`src/rtl/uart_pkg.sv`:
```
// Shared UART definitions: frame state encoding, parity modes and the parity helper.
// Used by both the receive deserialiser and the transmit side.
package uart_pkg;

   localparam logic [1:0] ENC_IDLE   = 2'd0;
   localparam logic [1:0] ENC_DATA   = 2'd1;
   localparam logic [1:0] ENC_PARITY = 2'd2;

   typedef enum logic [1:0] {
      ST_IDLE   = ENC_IDLE,
      ST_DATA   = ENC_DATA,
      ST_PARITY = ENC_PARITY
   } uart_state_t;

   localparam logic PAR_EVEN = 1'b0;
   localparam logic PAR_ODD  = 1'b1;

   localparam int MAX_DATA_W = 16;

   // Returns 1 when word plus parity bit violate the selected parity mode.
   function automatic logic parity_calc(input logic                  odd,
                                        input logic [MAX_DATA_W-1:0] word,
                                        input logic                  pbit);
      return (^word) ^ pbit ^ odd;
   endfunction

endpackage

```
`src/rtl/uart_shift_reg.sv`:
```
// Frame shift register: synchronous clear, shift-in on enable, configurable bit order.
module uart_shift_reg #(
   parameter int WIDTH     = 8,
   parameter int LSB_FIRST = 1
) (
   input  logic             clk,
   input  logic             reset,
   input  logic             clr,
   input  logic             en,
   input  logic             din,
   output logic [WIDTH-1:0] q
);

   logic [WIDTH-1:0] q_q;
   logic [WIDTH-1:0] q_d;

   always_comb begin
      q_d = q_q;
      if (clr) begin
         q_d = '0;
      end else if (en) begin
         if (LSB_FIRST != 0) begin
            q_d = {din, q_q[WIDTH-1:1]};
         end else begin
            q_d = {q_q[WIDTH-2:0], din};
         end
      end
   end

   always_ff @(posedge clk or posedge reset) begin
      if (reset) begin
         q_q <= '0;
      end else begin
         q_q <= q_d;
      end
   end

   assign q = q_q;

endmodule

```
`src/rtl/uart_rx_deser.sv`:
```
// UART receive deserialiser: frame FSM, bit counter, optional parity check and a
// registered output word with valid/ready handshake and sticky overrun flag.
module uart_rx_deser
   import uart_pkg::*;
#(
   parameter int DATA_W     = 8,
   parameter int LSB_FIRST  = 1,
   parameter int PARITY_EN  = 0,
   parameter int PARITY_ODD = 0
) (
   input  logic              clk,
   input  logic              reset,
   input  logic              start,
   input  logic              data_in,
   input  logic              shift,
   input  logic              data_ready,
   input  logic              clr_overrun,
   output logic [DATA_W-1:0] data_out,
   output logic              data_valid,
   output logic              parity_err,
   output logic              overrun,
   output logic              busy
);

   localparam int                CNT_W    = $clog2(DATA_W + 1);
   localparam logic [CNT_W-1:0]  LAST_BIT = CNT_W'(DATA_W - 1);
   localparam logic              ODD_MODE = (PARITY_ODD != 0) ? PAR_ODD : PAR_EVEN;

   uart_state_t       state_q, state_d;
   logic [CNT_W-1:0]  cnt_q, cnt_d;
   logic [DATA_W-1:0] data_out_q, data_out_d;
   logic              data_valid_q, data_valid_d;
   logic              parity_err_q, parity_err_d;
   logic              overrun_q, overrun_d;
   logic              busy_q, busy_d;

   logic [DATA_W-1:0] sr;
   logic [DATA_W-1:0] sr_next;
   logic [DATA_W-1:0] final_word;
   logic              sr_clr;
   logic              sr_en;
   logic              complete;
   logic              perr;
   logic              load;

   uart_shift_reg #(
      .WIDTH     (DATA_W),
      .LSB_FIRST (LSB_FIRST)
   ) u_shift_reg (
      .clk   (clk),
      .reset (reset),
      .clr   (sr_clr),
      .en    (sr_en),
      .din   (data_in),
      .q     (sr)
   );

   // Value the shift register takes on this strobe; needed when the last data bit completes the word.
   assign sr_next = (LSB_FIRST != 0) ? {data_in, sr[DATA_W-1:1]} : {sr[DATA_W-2:0], data_in};

   always_comb begin
      state_d    = state_q;
      cnt_d      = cnt_q;
      sr_clr     = 1'b0;
      sr_en      = 1'b0;
      complete   = 1'b0;
      perr       = 1'b0;
      final_word = sr_next;

      case (state_q)
         ST_IDLE: begin
            if (start) begin
               state_d = ST_DATA;
               cnt_d   = '0;
               sr_clr  = 1'b1;
            end
         end
         ST_DATA: begin
            if (start) begin
               cnt_d  = '0;
               sr_clr = 1'b1;
            end else if (shift) begin
               sr_en = 1'b1;
               cnt_d = cnt_q + 1'b1;
               if (cnt_q == LAST_BIT) begin
                  if (PARITY_EN != 0) begin
                     state_d = ST_PARITY;
                  end else begin
                     state_d  = ST_IDLE;
                     complete = 1'b1;
                  end
               end
            end
         end
         ST_PARITY: begin
            if (start) begin
               state_d = ST_DATA;
               cnt_d   = '0;
               sr_clr  = 1'b1;
            end else if (shift) begin
               state_d    = ST_IDLE;
               complete   = 1'b1;
               final_word = sr;
               perr       = parity_calc(ODD_MODE, MAX_DATA_W'(sr), data_in);
            end
         end
         default: begin
            state_d = ST_IDLE;
         end
      endcase

      load = complete && (!data_valid_q || data_ready);

      data_out_d   = data_out_q;
      parity_err_d = parity_err_q;
      data_valid_d = data_valid_q;
      if (data_valid_q && data_ready) begin
         data_valid_d = 1'b0;
      end
      if (load) begin
         data_out_d   = final_word;
         parity_err_d = perr;
         data_valid_d = 1'b1;
      end

      // A dropped word must win over a simultaneous clear so it is never lost silently.
      overrun_d = overrun_q;
      if (clr_overrun) begin
         overrun_d = 1'b0;
      end
      if (complete && !load) begin
         overrun_d = 1'b1;
      end

      busy_d = (state_d != ST_IDLE);
   end

   always_ff @(posedge clk or posedge reset) begin
      if (reset) begin
         state_q      <= ST_IDLE;
         cnt_q        <= '0;
         data_out_q   <= '0;
         data_valid_q <= 1'b0;
         parity_err_q <= 1'b0;
         overrun_q    <= 1'b0;
         busy_q       <= 1'b0;
      end else begin
         state_q      <= state_d;
         cnt_q        <= cnt_d;
         data_out_q   <= data_out_d;
         data_valid_q <= data_valid_d;
         parity_err_q <= parity_err_d;
         overrun_q    <= overrun_d;
         busy_q       <= busy_d;
      end
   end

   assign data_out   = data_out_q;
   assign data_valid = data_valid_q;
   assign parity_err = parity_err_q;
   assign overrun    = overrun_q;
   assign busy       = busy_q;

endmodule

```
`config.mk`:
```
export PLATFORM = sky130hd
export DESIGN_NAME = uart_rx_deser
export DESIGN_NICKNAME = d
export VERILOG_FILES = /design/src/rtl/uart_pkg.sv /design/src/rtl/uart_shift_reg.sv /design/src/rtl/uart_rx_deser.sv
export SDC_FILE = /design/constraint.sdc
export NUM_CORES = 1
export LEC_CHECK = 0
export CORE_MARGIN = 3
export CORE_UTILIZATION = 50
export DETAILED_ROUTE_END_ITERATION = 8
export PLACE_DENSITY = 0.7
export REMOVE_ABC_BUFFERS = 1
export SLEW_MARGIN = 25
export SYNTH_ARGS = -nofsm -noshare
export SYNTH_HDL_FRONTEND = slang
export SYNTH_SLANG_ARGS = --single-unit
export TNS_END_PERCENT = 30
```
`constraint.sdc`:
```
create_clock -name clk -period 3.4 [get_ports clk]
set_input_delay 0.51 -clock clk [delete_from_list [all_inputs] [get_ports clk]]
set_output_delay 0.51 -clock clk [all_outputs]
set_load 0.02 [all_outputs]
```
# Word-level counts from Yosys, hierarchy flattened
# Index checks and enable logic that the tools add are counted.
# totals
ff_bits	26
in_bits	7
wordCells	63
# classes
n_reduce_logical	16
n_eq_ne	5
n_bitwise	1
n_mux	32
n_addsub	1
# ops
cell	count
$mux W8	5
$reduce_xor A16 Y1	1
$mux W1	15
$mux W2	6
$mux W4	3
$reduce_bool A2 Y1	5
$pmux W4 S2	1
$pmux W2 S3	1
$add A4 B1 Y4 const B	1
$eq A4 B3 Y1 const B	1
$logic_and A1 B1 Y1	3
$ne A3 B3 Y1 const B	1
$reduce_and A3 Y1	1
$reduce_or A3 Y1	1
$eq A2 B1 Y1 const B	1
$eq A2 B2 Y1 const B	1
$logic_not A1 Y1	2
$logic_not A2 Y1	1
$ne A2 B1 Y1 const B	1
$pmux W1 S2	1
$reduce_or A2 Y1	1
$logic_or A1 B1 Y1	1
$xor A1 B1 Y1	1

# Longest topological paths before layout
# Gate-level depths: netlist of the first run.
# logic_depth
word_depth	9
mapped_depth	7
depth_no_buf	6

# Cells and area by module
# Synthesis of the first run repeated with hierarchy kept, for this count alone.
# hier_totals
cells_unflattened	132
hier_area_um2	1422.6
# modules_own_cells
module	instances	area_per_inst_um2	cells_each	seq_area_each_um2
uart_rx_deser	1	1093.5	105	450.4
uart_shift_reg	1	329.1	27	200.2

# Worst setup path after synthesis of the first run
# OpenSTA, ideal clock, no wires.
# synth_path
path_type	register -> register
from	register state_q[0]
to	register data_out_q[0] (netlist: data_out[0])
required_ns	3.275
arrival_time_ns	1.615
setup_ns	0.125
path_buffers	1
path_stages_with_launch	8
setup_slack_ns	1.660
path_cell_list	dfrtp_1 inv_1 ha_1 nand3b_2 o22a_4 nand2b_4 buf_6 mux2_4
# synth_via
elab_chain_cells	3
elab_cells_between_ends	5
classes_between	eq/ne (2); mux (2); reduce/logical (1)
# synth_rtl
item	line_no	rtl
from (decl)	uart_rx_deser.sv:29	uart_state_t state_q, state_d;
from (signal assigned)	uart_rx_deser.sv:148	state_q <= state_d;
$eq A2 B2 Y1 / $eq A2 B1 Y1 (equally long branches)	uart_rx_deser.sv:70	case (state_q)
$pmux W1 S2	uart_rx_deser.sv:70	
$logic_and A1 B1 Y1	uart_rx_deser.sv:112	load = complete && (!data_valid_q || data_ready);
to (signal assigned)	uart_rx_deser.sv:150	data_out_q <= data_out_d;
to (decl)	uart_rx_deser.sv:31	logic [DATA_W-1:0] data_out_q, data_out_d;
# Several ways; a longest one is shown, not always the timed one.
# A chain may end at the register's enable or synchronous reset.

# Final worst setup path of the first run
# layout_path
from	input start
to	register data_out_q[2] (netlist: data_out[2])
# layout_via
elab_chain_cells	3
elab_cells_between_ends	6
classes_between	mux (5); reduce/logical (1)
# layout_rtl
item	line_no	rtl
from (decl)	uart_rx_deser.sv:13	input logic start,
$mux W1, on equally long branches	uart_rx_deser.sv:96, uart_rx_deser.sv:79	
$pmux W1 S2	uart_rx_deser.sv:70	
$logic_and A1 B1 Y1	uart_rx_deser.sv:112	
# Several ways; a longest one is shown, not always the timed one.

==> results.md, run 1 <==
- Via count: 1,059
- Hold Startpoint: data_out[3]$_DFFE_PP0P_
- Worst setup SP type: input port
- IO buf count: 18
- Clock latency on the worst-skew pair: 0.31 ns
- Largest net degree at the start of global routing: 27
- Post-synth top area share: 45.2%
- Initial Utilization: 55.1%
- Core box area: 2610 sq um
- Initial DRC Count: 33
- Vias in the first global route: 1,036
- Sequential area share after synthesis: 45.2%
- First-pass GRT wire length: 4720 um
- Total CTS buffers: 3
- Worst hold slack: 0.532 ns
- Die width: 59.6 um
- Fin cells: 191
- Post-synthesis register bit count: 26
- Io pins: 19
- Layout cells sized above 1: 10.6%
- RD Place Congestion: 0.784
- Grt total ovfl: 0
- Crit path from: start
- Worst min path class: reg -> reg
- Pwr Density: 414 nW/um^2
- Critical path type: in -> reg
- Final setup margin: 1.11 ns
- Area growth from synthesis to layout: 15.7%
- Final Critical Period: 2.29 ns
- Fillers: 236
- N_diodes: 0
- Unrepaired setup endpoints after global routing: no
- Status: complete, no violations
- Least-Margin Pin Slew: 0.889 ns
- Worst Skew: 0.00188 ns
- Clock tree sinks: 26
- Total Routing Usage GR: 18.0%
- CTS H-tree lvls: 1
- Post-CTS setup buffers: 0
- Synth cell types: 37
- Area contributors post-synth: dfrtp_1, mux2_4, nand2_1
- Vias per inst: 5.54
- Final setup vio count: 0
- Placement row count: 18
- Final nets: 174
- Setup TNS: 0 ns
- CTS tree: built
- Die ar.: 3560 sq um
- Post-CTS sizing: 0
- DR DRC count: 0
- Clock transition at path regs: 0.13 ns
- Crit path required time: 3.61 ns
- Fin. Hold Viols: 0
- Cells after DPL: 187
- Post-Place Setup Slack: 0.796 ns
- Initial antenna violation count: 0
- Lkg Pwr: 0.755 nW
- Die height: 59.6 um
- Post-Syn Area: 1440 sq um
- Syn Inst Count: 144
- WP data arrival: 2.51 ns
- CP Capture Type: register
- Final Max Tran Viols: 0
- Max Clk Rate: 436 MHz
- Syn Area/Cell: 9.99 sq um
- Final WL: 2770 um
- Worst flop-to-flop path startpoint: state_q[1]$_DFF_PP0_
- Post-synth top area cell: dfrtp_1
- DR pass1 iterations: 4
- Post-DR wirelength/cell: 14.5 um
- Fin crit share: 67.4%
- Clock tree root buffer cell: clkbuf_4
- Synth warn: 0
- Clk buf depth: 2
- Max-Cap Viols: 0
- Final design utilization: 63.7%
- Detailed Place HPWL: 2120 um
- Max VDD drop: 0.293 mV
- Final ANT Viol Nets: 0
- Max-slew headroom: 40.4%
- Post-CTS Hold Buffers: 0
- Max FO, Critical Path: 12
[critical path, stage by stage]
cell and delay [ns]:
clkdlybuf4s50_1 0.62, nand3b_1 0.51, o22a_4 0.35, nand2b_4 0.21, mux2_4 0.31
[synthesized netlist by cell type]
| master | number |
|---|---|
| xnor2_1 | 6 |
| xnor3_1 | 1 |
| mux2_2 | 3 |
| dfrtp_1 | 26 |
| o21ai_0 | 11 |
| nor2_1 | 4 |
| nand4_1 | 1 |
| o21ai_1 | 5 |
| ha_1 | 5 |
| a21o_1 | 1 |
| o31ai_2 | 1 |
| nor2b_1 | 2 |
| and3_1 | 1 |
| o22ai_1 | 1 |
| a22oi_1 | 1 |
| mux2i_1 | 3 |
| buf_6 | 1 |
| nor3b_1 | 1 |
| a2bb2oi_1 | 1 |
| nand3_1 | 3 |
| nand2_1 | 19 |
| nand3b_2 | 1 |
| a21oi_1 | 9 |
| or2_2 | 1 |
| nand2b_4 | 1 |
| o22a_4 | 1 |
| nand2b_1 | 5 |
| clkbuf_1 | 2 |
| or3_1 | 1 |
| mux2_4 | 5 |
| nand4b_1 | 1 |
| inv_1 | 11 |
| buf_2 | 2 |
| nor3_1 | 2 |
| a31oi_1 | 3 |
| o32ai_1 | 1 |
| nand3b_1 | 1 |
[worst paths after layout]
kind	to	slack, ns	cells past startpoint
worst max-delay path	data_out[2]$_DFFE_PP0P_	1.11	5
worst min-delay path	data_out[3]$_DFFE_PP0P_	0.53	1
worst max register to register	data_out[2]$_DFFE_PP0P_	1.33	6
worst min register to register	data_out[3]$_DFFE_PP0P_	0.53	1
max in group asynchronous	data_out[5]$_DFFE_PP0P_	2.43	2
min in group asynchronous	overrun$_DFFE_PP0P_	0.57	2
[report_power, final]
group	total (mW)	internal (mW)	leakage (nW)	switching, mW
Sequential	0.351	0.331	0.358	0.0198
Clock	0.151	0.0654	0.0210	0.0853
Combinational	0.187	0.0788	0.376	0.109
Total	0.689	0.475	0.755	0.214
[routing by layer]
layer / vias up / global-route usage (%) / routed length (um)
met4: 0 / 9.49 / 60
met3: 6 / 3.05 / 125
met2: 31 / 26.7 / 1200
met5: - / 0 / 0
met1: 494 / 24.9 / 1390
li1: 528 / - / -
[sequential cells by signal, summed over array words and instances, names as in the netlist]
signal / count
overrun: 1
state_q: 2
data_valid: 1
u_shift_reg.q: 8
cnt_q: 4
data_out: 8
busy: 1
parity_err: 1
[layout by cell type, fill, tap and decap left out]
master,count
inv_1,10
a2bb2oi_1,1
mux2_4,5
o21ai_1,5
nor2b_1,2
and3_1,1
o21ai_0,11
clkdlybuf4s50_1,18
xnor3_1,1
clkinv_1,1
clkbuf_4,3
nand2b_1,5
a21o_1,1
mux2i_1,3
nor3_1,2
o31ai_2,1
nand4_1,1
dfrtp_1,26
or3_1,1
o32ai_1,1
a22oi_1,1
nor3b_1,1
ha_1,5
nand4b_1,1
nand2b_4,1
nand3b_2,1
nor2_1,4
or2_2,1
a31oi_1,3
mux2_2,3
nand3b_1,1
clkbuf_8,1
xnor2_1,6
o22a_4,1
nand2_1,19
o22ai_1,1
nand3_1,3
a21oi_1,9
[final cells by class]
type	count	area [sq um]	share of cell area [%]
repair buffers	18	180	10.8
flip-flops and latches	26	651	39.1
well taps	30	37.5	2.26
inverters	11	41.3	2.48
multi-input cells	102	718	43.2
clock buffers	4	36.3	2.18
[kinds of logic after synthesis]
family / after synthesis / share of synthesized area, %
AO/OA/AOI/OAI: 35 / 14.8
XOR/XNOR: 7 / 5.22
adder cells (fa/ha/maj): 5 / 4.35
buffers and inverters: 16 / 4.87
flip-flops: 26 / 45.2
multiplexers: 11 / 9.65
AND/OR/NAND/NOR: 44 / 15.9
[stage by stage]
stage	area (sq um)	power, mW
finish	1660	0.689
global route	1660	0.745
CTS	1660	0.699
detailed placement	1630	0.546
global placement	1630	0.537
floorplan	1410	0.489
(Power assumes the default switching activity.)
==> run 2: changes to the inputs <==
--- a/config.mk
+++ b/config.mk
@@ -6,9 +6,9 @@
 export NUM_CORES = 1
 export LEC_CHECK = 0
 export CORE_MARGIN = 3
-export CORE_UTILIZATION = 50
+export CORE_UTILIZATION = 49
 export DETAILED_ROUTE_END_ITERATION = 8
-export PLACE_DENSITY = 0.7
+export PLACE_DENSITY = 0.72
 export REMOVE_ABC_BUFFERS = 1
 export SLEW_MARGIN = 25
 export SYNTH_ARGS = -nofsm -noshare
==> constraint.sdc (replaced) <==
create_clock -name clk -period 2.1 [get_ports clk]
set_input_delay 0.315 -clock clk [delete_from_list [all_inputs] [get_ports clk]]
set_output_delay 0.315 -clock clk [all_outputs]
set_load 0.02 [all_outputs]
==> run 2 against run 1 <==
Design area rose by 2.9%. Total power rose by 77%. Critical path depth rose by 1. Count of clock-buffer cells in the layout fell by 1. Die area rose by 1.8%. Hold slack got worse by 0.21 ns. Critical endpoint is now data_out[1]$_DFFE_PP0P_.
==> results.md, run 2 (synthesized netlist as in run 1, its figures left out) <==
- Unrepaired setup endpoints after global routing: no
- Initial Utilization: 51.7%
- CTS H-tree lvls: 1
- Most common cell after layout, fill and taps aside: dfrtp_1
- Fin. Hold Viols: 0
- Lkg Pwr: 0.783 nW
- Worst setup SP type: register
- Worst min path class: in -> async
- Critical path type: reg -> reg
- Cells after DPL: 192
- Fin cells: 196
- Clock transition at path regs: 0.14 ns
- Largest net degree at the start of global routing: 27
- Fin crit share: 86.2%
- Die height: 60.2 um
- Initial DRC Count: 44
- Final Critical Period: 1.81 ns
- Crit path required time: 2.33 ns
- DR pass1 iterations: 4
- Total CTS buffers: 3
- Area growth from synthesis to layout: 19.0%
- Max-Cap Viols: 0
- Most frequent cells in the layout: dfrtp_1, nand2_1, clkdlybuf4s50_1
- Pwr Density: 712 nW/um^2
- Die width: 60.2 um
- Initial antenna violation count: 0
- Final Max Tran Viols: 0
- Fillers: 251
- Slowest library cell on the worst path: dfrtp_1
- Post-CTS sizing: 0
- Max FO, Critical Path: 9
- Die ar.: 3620 sq um
- Setup TNS: 0 ns
- CP Capture Type: register
- Clock latency on the worst-skew pair: 0.33 ns
- Final ANT Viol Nets: 0
- Final WL: 2730 um
- Vias per inst: 5.48
- Status: complete, no violations
- Vias in the first global route: 1,075
- Detailed Place HPWL: 2000 um
- Core box area: 2780 sq um
- Pwr Total: 1.22 mW
- N_diodes: 0
- DR DRC count: 0
- Max VDD drop: 0.576 mV
- Total Routing Usage GR: 17.4%
- Least-Margin Pin Slew: 0.376 ns
- Via count: 1,075
- Crit path max-delay family: flip-flops
- Max Clk Rate: 552 MHz
- WP data arrival: 2.04 ns
- Max-slew headroom: 74.9%
- RD Place Congestion: 0.802
- Clock tree sinks: 26
- Worst Skew: 0.00591 ns
- Multi-input gate area: 718 sq um
- Final design utilization: 61.5%
- Final setup vio count: 0
- Grt total ovfl: 0
- CTS tree: built
- Clock tree root buffer cell: clkbuf_4
- Post-CTS Hold Buffers: 0
- First-pass GRT wire length: 4730 um
- Final nets: 178
- Post-CTS setup buffers: 0
- Max incr delay on CP: 0.42 ns
- IO buf count: 18
- Clk buf depth: 2
- Reg area: 651 sq um
- Placement row count: 19
- Crit-path cells: inv_1 -> ha_1 -> nand4b_1 -> o22a_4 -> nand2b_4 -> mux2_4
- Layout cells sized above 1: 12.7%
- Critical path buffers and inverters: 1
- Post-DR wirelength/cell: 13.9 um
- Io pins: 19
## run 2: cell type report
| type | instances | area share (%) |
|---|---|---|
| Clock buffer | 3 | 1.32 |
| Clock inverter | 1 | 1.75 |
| Inverter | 11 | 2.41 |
| Multi-Input combinational cell | 102 | 42.0 |
| Sequential cell | 26 | 38.0 |
| Tap cell | 31 | 2.27 |
| Timing Repair Buffer | 22 | 12.3 |
## run 2: metal layers
| metal | track usage, % | share of wire, % | wire length (um) |
|---|---|---|---|
| met5 | 0 | 0 | 0 |
| met4 | 7.59 | 1.7 | 46 |
| met3 | 3.24 | 4.6 | 126 |
| met2 | 26.4 | 44 | 1190 |
| met1 | 24.1 | 50 | 1370 |
## run 2: power by group
| group | internal [mW] | total, mW | switching, mW |
|---|---|---|---|
| clock network | 0.193 | 0.344 | 0.150 |
| registers | 0.536 | 0.568 | 0.0322 |
| logic | 0.133 | 0.307 | 0.173 |
## run 2: final timing paths
kind                                         start                       to  slack (ns)  cells past startpoint
setup / recovery              state_q[0]$_DFF_PP0_  data_out[1]$_DFFE_PP0P_        0.29                      6
hold / removal                               reset     cnt_q[3]$_DFFE_PP0P_        0.32                      3
setup reg to reg              state_q[0]$_DFF_PP0_  data_out[1]$_DFFE_PP0P_        0.29                      6
hold reg to reg            data_out[4]$_DFFE_PP0P_  data_out[4]$_DFFE_PP0P_        0.53                      1
max in group asynchronous                    reset     state_q[0]$_DFF_PP0_        1.53                      3
min in group clk           data_out[4]$_DFFE_PP0P_  data_out[4]$_DFFE_PP0P_        0.53                      1
## run 2: worst min-delay path: stages
cell and delay [ns]:
clkdlybuf4s50_1 0.39, inv_1 0.05, buf_4 0.31
## run 2: per-stage QoR
step	instance area (sq um)	hold WS [ns]	worst slack [ns]
after floorplan	1410	0.355	0.251
after global placement	1660	0.498	0.183
after detailed placement	1660	0.510	0.159
after CTS	1710	0.330	0.288
after global routing	1710	0.349	0.154
final	1710	0.323	0.289
